[src/rtl/rr_dispatcher_pkg.sv]
// Shared types and helpers for the 1:N round-robin dispatcher.
// Optional per-port statistics are enabled with RR_DISPATCHER_STAT_EN.
package rr_dispatcher_pkg;

    localparam int DEF_PORT = 4;
    localparam int DEF_IDX  = $clog2(DEF_PORT);
    localparam int DEF_CNT  = 16;

    typedef logic [DEF_IDX-1:0] ptr_t;
    typedef logic [DEF_CNT-1:0] cnt_t;

    // Rotation wraps at the real port count, not at the next power of two.
    function automatic int next_ptr(input int sel, input int port);
        return (sel == port - 1) ? 0 : sel + 1;
    endfunction

endpackage

[src/rtl/rr_dispatch_slot.sv]
// One-entry output slot: holds a beat until its consumer takes it.
// With RR_DISPATCHER_STAT_EN defined it also counts beats loaded into it.
module rr_dispatch_slot
    import rr_dispatcher_pkg::*;
#(
    parameter int DATA = 32
`ifdef RR_DISPATCHER_STAT_EN
    , parameter int CNT = DEF_CNT
`endif
) (
    input  logic            clk,
    input  logic            reset_n,
    input  logic            load,
    input  logic            ready,
    input  logic [DATA-1:0] in_data,
`ifdef RR_DISPATCHER_STAT_EN
    output logic [CNT-1:0]  cnt,
`endif
    output logic            valid,
    output logic [DATA-1:0] data
);

    // A load wins over a drain so a slot can hand off and refill in one cycle.
    always_ff @(posedge clk) begin
        if (!reset_n) begin
            valid <= 1'b0;
            data  <= '0;
        end else if (load) begin
            valid <= 1'b1;
            data  <= in_data;
        end else if (ready) begin
            valid <= 1'b0;
        end
    end

`ifdef RR_DISPATCHER_STAT_EN
    always_ff @(posedge clk) begin
        if (!reset_n) begin
            cnt <= '0;
        end else if (load) begin
            cnt <= cnt + 1'b1;
        end
    end
`endif

endmodule

[src/rtl/rr_dispatcher.sv]
// 1:N round-robin dispatcher: each accepted beat goes to the next free slot.
// Define RR_DISPATCHER_STAT_EN to add the per-port dsp_cnt counters.
module rr_dispatcher
    import rr_dispatcher_pkg::*;
#(
    parameter int PORT = DEF_PORT,
    parameter int DATA = 32,
    parameter int CNT  = DEF_CNT
) (
    input  logic                 clk,
    input  logic                 reset_n,
    input  logic                 stall,
    input  logic                 in_valid,
    input  logic [DATA-1:0]      in_data,
    output logic                 in_ready,
    output logic [PORT-1:0]      out_valid,
    output logic [PORT*DATA-1:0] out_data,
`ifdef RR_DISPATCHER_STAT_EN
    output logic [PORT*CNT-1:0]  dsp_cnt,
`endif
    input  logic [PORT-1:0]      out_ready
);

    localparam int IDX = $clog2(PORT);
    typedef logic [IDX-1:0] idx_t;
    typedef logic [CNT-1:0] dsp_cnt_t;

    idx_t            r_ptr;
    idx_t            sel;
    idx_t            cand;
    logic            any_free;
    logic            xfer;
    logic [PORT-1:0] free;
    logic [PORT-1:0] load;

    assign free     = ~out_valid | out_ready;
    assign in_ready = reset_n && !stall && any_free;
    assign xfer     = in_valid && in_ready;

    // Walk the ports starting at r_ptr; the first free one takes the beat.
    always_comb begin
        sel      = '0;
        any_free = 1'b0;
        cand     = r_ptr;
        for (int i = 0; i < PORT; i++) begin
            if (!any_free && free[cand]) begin
                sel      = cand;
                any_free = 1'b1;
            end
            cand = idx_t'(next_ptr(int'(cand), PORT));
        end
    end

    always_ff @(posedge clk) begin
        if (!reset_n) begin
            r_ptr <= '0;
        end else if (xfer) begin
            r_ptr <= idx_t'(next_ptr(int'(sel), PORT));
        end
    end

    for (genvar p = 0; p < PORT; p++) begin : g_slot
        assign load[p] = xfer && (sel == idx_t'(p));

`ifdef RR_DISPATCHER_STAT_EN
        dsp_cnt_t slot_cnt;
        assign dsp_cnt[p*CNT +: CNT] = slot_cnt;
`endif

        rr_dispatch_slot #(
            .DATA(DATA)
`ifdef RR_DISPATCHER_STAT_EN
            , .CNT(CNT)
`endif
        ) u_slot (
            .clk(clk),
            .reset_n(reset_n),
            .load(load[p]),
            .ready(out_ready[p]),
            .in_data(in_data),
`ifdef RR_DISPATCHER_STAT_EN
            .cnt(slot_cnt),
`endif
            .valid(out_valid[p]),
            .data(out_data[p*DATA +: DATA])
        );
    end

endmodule

[config.mk]
export PLATFORM = sky130hd
export DESIGN_NAME = rr_dispatcher
export DESIGN_NICKNAME = d
export VERILOG_FILES = /design/src/rtl/rr_dispatcher_pkg.sv /design/src/rtl/rr_dispatch_slot.sv /design/src/rtl/rr_dispatcher.sv
export SDC_FILE = /design/constraint.sdc
export NUM_CORES = 1
export LEC_CHECK = 0
export ABC_CLOCK_PERIOD_IN_PS = 3590
export CORE_MARGIN = 4
export CORE_UTILIZATION = 60
export DETAILED_ROUTE_END_ITERATION = 10
export DONT_BUFFER_PORTS = 1
export PLACE_DENSITY = 0.81
export SLEW_MARGIN = 30
export SYNTH_ARGS = -nofsm -noshare
export SYNTH_HDL_FRONTEND = slang
export SYNTH_SLANG_ARGS = --single-unit
[constraint.sdc]
create_clock -name clk -period 3.59 [get_ports clk]
set_input_delay 0.718 -clock clk [delete_from_list [all_inputs] [get_ports clk]]
set_output_delay 0.718 -clock clk [all_outputs]
set_load 0.005 [all_outputs]
==> results of run 1 <==
## metrics by stage
| step | cells | power (mW) | util | cell area (um^2) | hold slack (ns) |
|---|---|---|---|---|---|
| floorplan | 553 | 1.70 | - | 5010 | 0.455 |
| finish | 639 | 3.37 | 0.672 | 5500 | 0.377 |
| detailed placement | 609 | 1.70 | 0.600 | 4900 | 0.474 |
| global placement | 609 | 1.69 | 0.600 | 4900 | 0.469 |
| global route | 639 | 3.49 | 0.672 | 5500 | 0.353 |
| CTS | 639 | 3.40 | 0.672 | 5490 | 0.341 |
## state kept, by name (all words and copies together), names as in the netlist
name	count
g_slot.u_slot.valid	4
r_ptr	2
g_slot.u_slot.data	128
## worst max-delay path: stages (launching register included)
cell      delay (ns)
dfxtp_1         0.44
ha_1            0.31
nor2_2          0.32
o21ai_0         0.17
o221ai_2        0.22
buf_4           0.23
nor2_1          0.07
nor3b_1         0.27
## cells in the mapped netlist
cell / instances
o31ai_1: 1
a32o_1: 1
a32oi_2: 1
o221ai_2: 1
o221ai_1: 1
ha_1: 5
nand2b_1: 4
or4b_1: 2
o211ai_2: 4
o21ai_1: 58
nand3b_1: 1
mux4_2: 1
o211ai_1: 1
nor2b_1: 4
nor2_1: 7
and3_1: 2
o31a_1: 1
inv_1: 1
and3b_1: 1
a21boi_1: 1
mux2i_1: 1
buf_2: 9
o311ai_0: 1
a21oi_1: 5
nor3_1: 3
nor3b_1: 1
a21boi_0: 3
a31oi_1: 1
a21o_1: 2
nand2_1: 37
buf_6: 16
clkbuf_1: 20
nand3_1: 130
o22ai_1: 1
buf_4: 9
o21ai_0: 77
o21a_1: 2
o311a_1: 1
clkbuf_2: 2
dfxtp_1: 134
## area by class of cell
cell class	instances	area, um^2
multi-input cells	362	1990
repair buffers	7	103
clock inverters	11	149
well taps	105	131
clock buffers	19	442
fillers	664	2680
flip-flops and latches	134	2680
inverters	1	3.75
## power by group through the flow
stage               logic, mW  clock network (mW)  registers, mW
finish                  0.123                1.71           1.54
global route            0.140                1.80           1.54
CTS                     0.123                1.73           1.54
detailed placement      0.122                   0           1.57
global placement        0.117                   0           1.57
floorplan               0.133                   0           1.56
## per-layer routing
layer,share of wire,wire length (um)
met5,0,0
met4,0.027,306
met3,0.11,1260
met2,0.48,5470
met1,0.39,4450
## kinds of logic (layout without fill, tap and decap cells)
| kind of cell | after synthesis | count (layout) | synth area share |
|---|---|---|---|
| AOI/OAI and AO/OA | 163 | 163 | 0.183 |
| muxes | 2 | 2 | 0.00649 |
| adders and majority gates | 5 | 5 | 0.0125 |
| and+or+nand+nor | 192 | 192 | 0.187 |
| buffers and inverters | 57 | 38 | 0.0761 |
| DFF | 134 | 134 | 0.535 |
## final timing paths
path / from / to / slack, ns
min reg2reg: g_slot[2].u_slot.data[23] / g_slot[2].u_slot.data[23] / 0.48
min: reset_n / g_slot[3].u_slot.data[5] / 0.38
max: r_ptr[0] / in_ready / 0.32
max reg2reg: r_ptr[0] / g_slot[3].u_slot.data[20] / 0.50
==> metrics.md, run 1 <==
| Metric | Value |
|---|---|
| Yosys warns | 0 |
| Cts bufs inserted | 17 |
| Gr busiest metal | met2 |
| Area delta synth->final | 9.66% |
| DP HPWL | 7840 um |
| PortBufs | 0 |
| DRC Markers | 0 |
| Routed Antenna Nets | 0 |
| Final worst slack | 0.324 ns |
| Resize count post-CTS | 0 |
| Syn nets | 598 |
| GRT Overall Usage | 0.235 |
| Yosys cell types | 40 |
| # setup viols final | 0 |
| PwrDens | 613 nW/um^2 |
| Int Power | 2.65 mW |
| Pins Over Slew Limit | 0 |
| RSZ-0062 raised after global routing | no |
| Height of the die | 99.4 um |
| CP Class | reg2out |
| Sink Count | 134 |
| Netlist area before placement | 5010 um^2 |
| Layout Nets | 568 |
| Worst Hold Path Cells | 2 |
| Routed vias | 3862 |
| Core area | 8180 um^2 |
| Combinational share of power | 0.036 |
| Crit path DAT | 2.55 ns |
| Vias in the first global route | 3621 |
| Setup TNS | 0 ns |
| Post-synthesis sequential area ratio | 0.535 |
| Max Cap Viol | 0 |
| First-pass GRT wire length | 18500 um |
| Via-to-Cell Ratio | 6.04 |
| Diode count | 0 |
| Hold Vio Cnt, Final | 0 |
| R2r worst-path depth | 12 |
| Longest Clk Path Bufs | 2 |
| M2 GR Usage | 0.372 |
| #FFs+latches synth | 134 |
| Post-synthesis instance total | 553 |
| Switching share of power | 0.215 |
| Startpoint types | flip-flop |
| Grt met1 use | 0.272 |
| Latest clock arrival within the worst-skew pair | 0.50 ns |
| Maximum clock rate | 306 MHz |
| Yosys top cell by area | dfxtp_1 |
| Post-CTS Setup Bufs | 0 |
| Root buf cell | clkbuf_8 |
| I/O Pins | 173 |
| Setup Skew | 0.00804 ns |
| Leak | 1.96 nW |
| Actual transition at the worst max-transition pin | 0.647 ns |
| Crit path required time | 2.87 ns |
| Synth area leaders | dfxtp_1 54%, nand3_1 13%, o21ai_0 7.7%, o21ai_1 5.8%, buf_6 3.6% |
| H-tree depth | 4 |
| CTS clk-pin slew, worst paths | 0.06 ns |
| Detailed Routing Iterations Pass 1 | 5 |
| Layout cell share with drive strength beyond 1 | 0.0843 |
| Iteration-0 DRC Markers | 266 |
| CTS tree | yes |
| # rows | 33 |
| Maximum VDD drop | 353 uV |
| Switching power | 0.726 mW |
| GRT Residual Overflow | 0 |
| Post-route clock period utilization | 0.910 |
| Initial antenna violation count | 0 |
| Die area | 9880 um^2 |
| Rel. slew slack | 0.567 |
| RD Place Congestion | 0.967 |
| Fin crit period | 3.27 ns |
| Die Wd | 99.4 um |
| Pre-CTS setup slack | 0.392 ns |
| Most frequent cells in the layout | 134 x dfxtp_1, 130 x nand3_1, 77 x o21ai_0 |
| Post-CTS Hold Fix Bufs | 0 |
| Max FO, Critical Path | 12 |
| WL per Instance | 18.0 um |
| Worst Setup End Kind | output port |
| Hold WC Path Type | in2reg |
| Clock power frac | 0.506 |
| DRT Wirelength | 11500 um |
| Syn Area/Cell | 9.06 um^2 |
| Status | completed |
| Initial Util | 0.613 |
| Post-synth top area share | 0.535 |
| Flop pwr share | 0.458 |
| Met3 GRT Util | 0.110 |
| Pin count of the biggest net entering global routing | 169 |
| Commonest non-fill, non-tap cell in the layout | dfxtp_1 |
No activity file was read; power rests on OpenSTA's default activity.
==> run 2: changes to the inputs <==
--- a/config.mk
+++ b/config.mk
@@ -7,10 +7,10 @@
 export LEC_CHECK = 0
 export ABC_CLOCK_PERIOD_IN_PS = 3590
 export CORE_MARGIN = 4
-export CORE_UTILIZATION = 60
+export CORE_UTILIZATION = 30
 export DETAILED_ROUTE_END_ITERATION = 10
 export DONT_BUFFER_PORTS = 1
-export PLACE_DENSITY = 0.81
+export PLACE_DENSITY = 0.49
 export SLEW_MARGIN = 30
 export SYNTH_ARGS = -nofsm -noshare
 export SYNTH_HDL_FRONTEND = slang
==> metrics.md, run 2 (synthesis results as in run 1) <==
| Metric | Value |
|---|---|
| Hold Slack | 0.469 ns (was 0.377 ns) |
| Max Cap Viol | 0 (unchanged) |
| GRT Overall Usage | 0.142 (was 0.235) |
| Post-CTS Hold Fix Bufs | 0 (unchanged) |
| Routed Antenna Nets | 0 (unchanged) |
| Largest registers | g_slot.u_slot.data x128, g_slot.u_slot.valid x4, r_ptr x2 (unchanged) |
| Setup TNS | 0 ns (unchanged) |
| Die Wd | 137 um (was 99.4 um) |
| Crit path DAT | 2.47 ns (was 2.55 ns) |
| Cell Chain, Critical Path | ha_1 -> nor2_2 -> o21ai_0 -> a32oi_2 -> buf_4 -> nor2_1 -> nor3b_1 (was ha_1 -> nor2_2 -> o21ai_0 -> o221ai_2 -> buf_4 -> nor2_1 -> nor3b_1) |
| Area of the multi-input gates | 1990 um^2 (unchanged) |
| RD Place Congestion | 0.853 (was 0.967) |
| Status | completed (unchanged) |
| Vias in the first global route | 3645 (was 3621) |
| Sink Count | 134 (unchanged) |
| Maximum VDD drop | 306 uV (was 353 uV) |
| Worst Hold Path Cells | 2 (unchanged) |
| Diode count | 0 (unchanged) |
| Slowest cell on the critical path | dfxtp_1 (unchanged) |
| Filler cells | 1657 (was 664) |
| Hold WC Path Type | in2reg (unchanged) |
| R2R setup slack | 0.46 ns (was 0.50 ns) |
| Latest clock arrival within the worst-skew pair | 0.41 ns (was 0.50 ns) |
| Crit path required time | 2.87 ns (about the same) |
| Routed vias | 3878 (was 3862) |
| Initial Util | 0.311 (was 0.613) |
| CP Class | reg2out (unchanged) |
| DP Area | 5030 um^2 (was 4900 um^2) |
| Pin count of the biggest net entering global routing | 169 (unchanged) |
| Post-route clock period utilization | 0.889 (was 0.910) |
| Setup Skew | 0.0110 ns (was 0.00804 ns) |
| Maximum clock rate | 313 MHz (was 306 MHz) |
| Max FO, Critical Path | 12 (unchanged) |
| Die area | 18800 um^2 (was 9880 um^2) |
| R2r worst-path depth | 12 (unchanged) |
| Most frequent cells in the layout | 134 x dfxtp_1, 130 x nand3_1, 77 x o21ai_0 (unchanged) |
| Startpoint types | flip-flop (unchanged) |
| GRT Residual Overflow | 0 (unchanged) |
| Actual transition at the worst max-transition pin | 0.598 ns (was 0.647 ns) |
| WL per Instance | 18.1 um (was 18.0 um) |
| Iteration-0 DRC Markers | 194 (was 266) |
| Fin crit period | 3.19 ns (was 3.27 ns) |
| DRC Markers | 0 (unchanged) |
| CP peak stage delay | 0.43 ns (was 0.44 ns) |
| Detailed Routing Iterations Pass 1 | 5 (unchanged) |
| DRT Wirelength | 13600 um (was 11500 um) |
| First-pass GRT wire length | 20500 um (was 18500 um) |
| Max reg flops | 128 (unchanged) |
| CTS clk-pin slew, worst paths | 0.06 ns (about the same) |
| I/O Pins | 173 (unchanged) |
| Largest Register | g_slot.u_slot.data (unchanged) |
| # setup viols final | 0 (unchanged) |
| R2R Path End | g_slot[2].u_slot.data[12] (was g_slot[3].u_slot.data[20]) |
| DP HPWL | 9270 um (was 7840 um) |
| PwrDens | 625 nW/um^2 (was 613 nW/um^2) |
| PortBufs | 0 (unchanged) |
| Area delta synth->final | 13.3% (was 9.66%) |
| Core area | 16100 um^2 (was 8180 um^2) |
| Reg-to-Reg Start | r_ptr[0] (unchanged) |
| Hold path start | reset_n (unchanged) |
| Longest Clk Path Bufs | 2 (unchanged) |
| Via-to-Cell Ratio | 5.16 (was 6.04) |
| CTS tree | yes (unchanged) |
| Layout cell share with drive strength beyond 1 | 0.0840 (was 0.0843) |
| Worst Setup End Kind | output port (unchanged) |
| Rel. slew slack | 0.599 (was 0.567) |
| Register area | 2680 um^2 (unchanged) |
| Height of the die | 137 um (was 99.4 um) |
| Hold Crit Endpoint | g_slot[0].u_slot.data[19] (was g_slot[3].u_slot.data[5]) |
| Layout Cells excl Fill | 752 (was 639) |
| Commonest non-fill, non-tap cell in the layout | dfxtp_1 (unchanged) |
| Hold Vio Cnt, Final | 0 (unchanged) |
| Root buf cell | clkbuf_16 (was clkbuf_8) |
| Pins Over Slew Limit | 0 (unchanged) |
| Cell area after layout | 5680 um^2 (was 5500 um^2) |
| Cts bufs inserted | 17 (unchanged) |
| Leak | 1.97 nW (was 1.96 nW) |
| Initial antenna violation count | 0 (unchanged) |
| RSZ-0062 raised after global routing | no (unchanged) |
| Layout Nets | 568 (unchanged) |
| H-tree depth | 4 (unchanged) |
| # rows | 46 (was 33) |
| Placed insts | 720 (was 609) |
==> run 2: changes by cell type in the layout (fill, tap and decap cells not counted), moves of 2 or more <==
cell	change
clkbuf_1	+2
inv_6	-2
clkinv_2	-2
clkinv_4	+3
==> run 2: report_power, final <==
part	total [mW]	internal [mW]	leakage, nW	switching (mW)
registers	1.54	1.51	1.08	0.0267
logic	0.126	0.0414	0.586	0.0851
clock network	1.88	1.22	0.307	0.654
==> run 2: how the worst max path moves through the flow <==
| stage | cells past startpoint | from | slack (ns) | end |
|---|---|---|---|---|
| floorplan | 11 | out_ready[1] | 0.87 | g_slot[2].u_slot.data[26] |
| global placement | 12 | r_ptr[0] | 0.54 | g_slot[2].u_slot.data[31] |
| detailed placement | 12 | r_ptr[0] | 0.33 | g_slot[2].u_slot.data[19] |
| CTS | 7 | r_ptr[0] | 0.21 | in_ready |
| global route | 12 | r_ptr[0] | 0.15 | g_slot[2].u_slot.data[12] |
| finish | 7 | r_ptr[0] | 0.40 | in_ready |
==> run 2: area by class of cell <==
type                       instances  share of cell area
sequential                       134               0.473
multi-input combinational        362               0.350
clock buffer                      22              0.0835
tap                              216              0.0476
clock inverter                    10              0.0300
timing repair buffer               7              0.0159
inverter                           1            0.000661
==> run 2: stage by stage <==
step	worst slack (ns)	util	total power, mW
2_1_floorplan	0.866	-	1.70
6_report	0.398	0.352	3.55
3_3_place_gp	0.537	0.312	1.70
5_1_grt	0.145	0.352	3.68
4_1_cts	0.207	0.352	3.59
3_5_place_dp	0.331	0.312	1.70
==> run 2: repair_timing <==
| action | CTS | global route |
|---|---|---|
| setup endpoints to repair | 0 | 15 |
| gates resized for setup | 0 | 1 |
| setup buffers | 0 | 0 |
==> run 2: critical path: cells and delay by family (launching register included) <==
family	cells	cell delay (ns)
adder cells (fa/ha/maj)	1	0.32
flip-flops	1	0.43
buffers and inverters	1	0.23
AND/OR/NAND/NOR	3	0.63
AO/OA/AOI/OAI	2	0.44
==> run 2: metal layers <==
layer | wire (um) | share of wire | global-route usage | vias up
met1 | 5530 | 0.41 | 0.166 | 1816
met3 | 1530 | 0.11 | 0.0690 | 13
met5 | 0 | 0 | 0 | -
met4 | 142 | 0.010 | 0.0571 | 0
li1 | - | - | - | 1917
met2 | 6440 | 0.47 | 0.223 | 132
==> run 3: changes to the inputs <==
--- a/config.mk
+++ b/config.mk
@@ -10,6 +10,7 @@
 export CORE_UTILIZATION = 30
 export DETAILED_ROUTE_END_ITERATION = 10
 export DONT_BUFFER_PORTS = 1
+export HOLD_SLACK_MARGIN = 0.03
 export PLACE_DENSITY = 0.49
 export SLEW_MARGIN = 30
 export SYNTH_ARGS = -nofsm -noshare
==> results of run 3 <==
The final DEF is identical to that of run 2; final timing and power are the same.
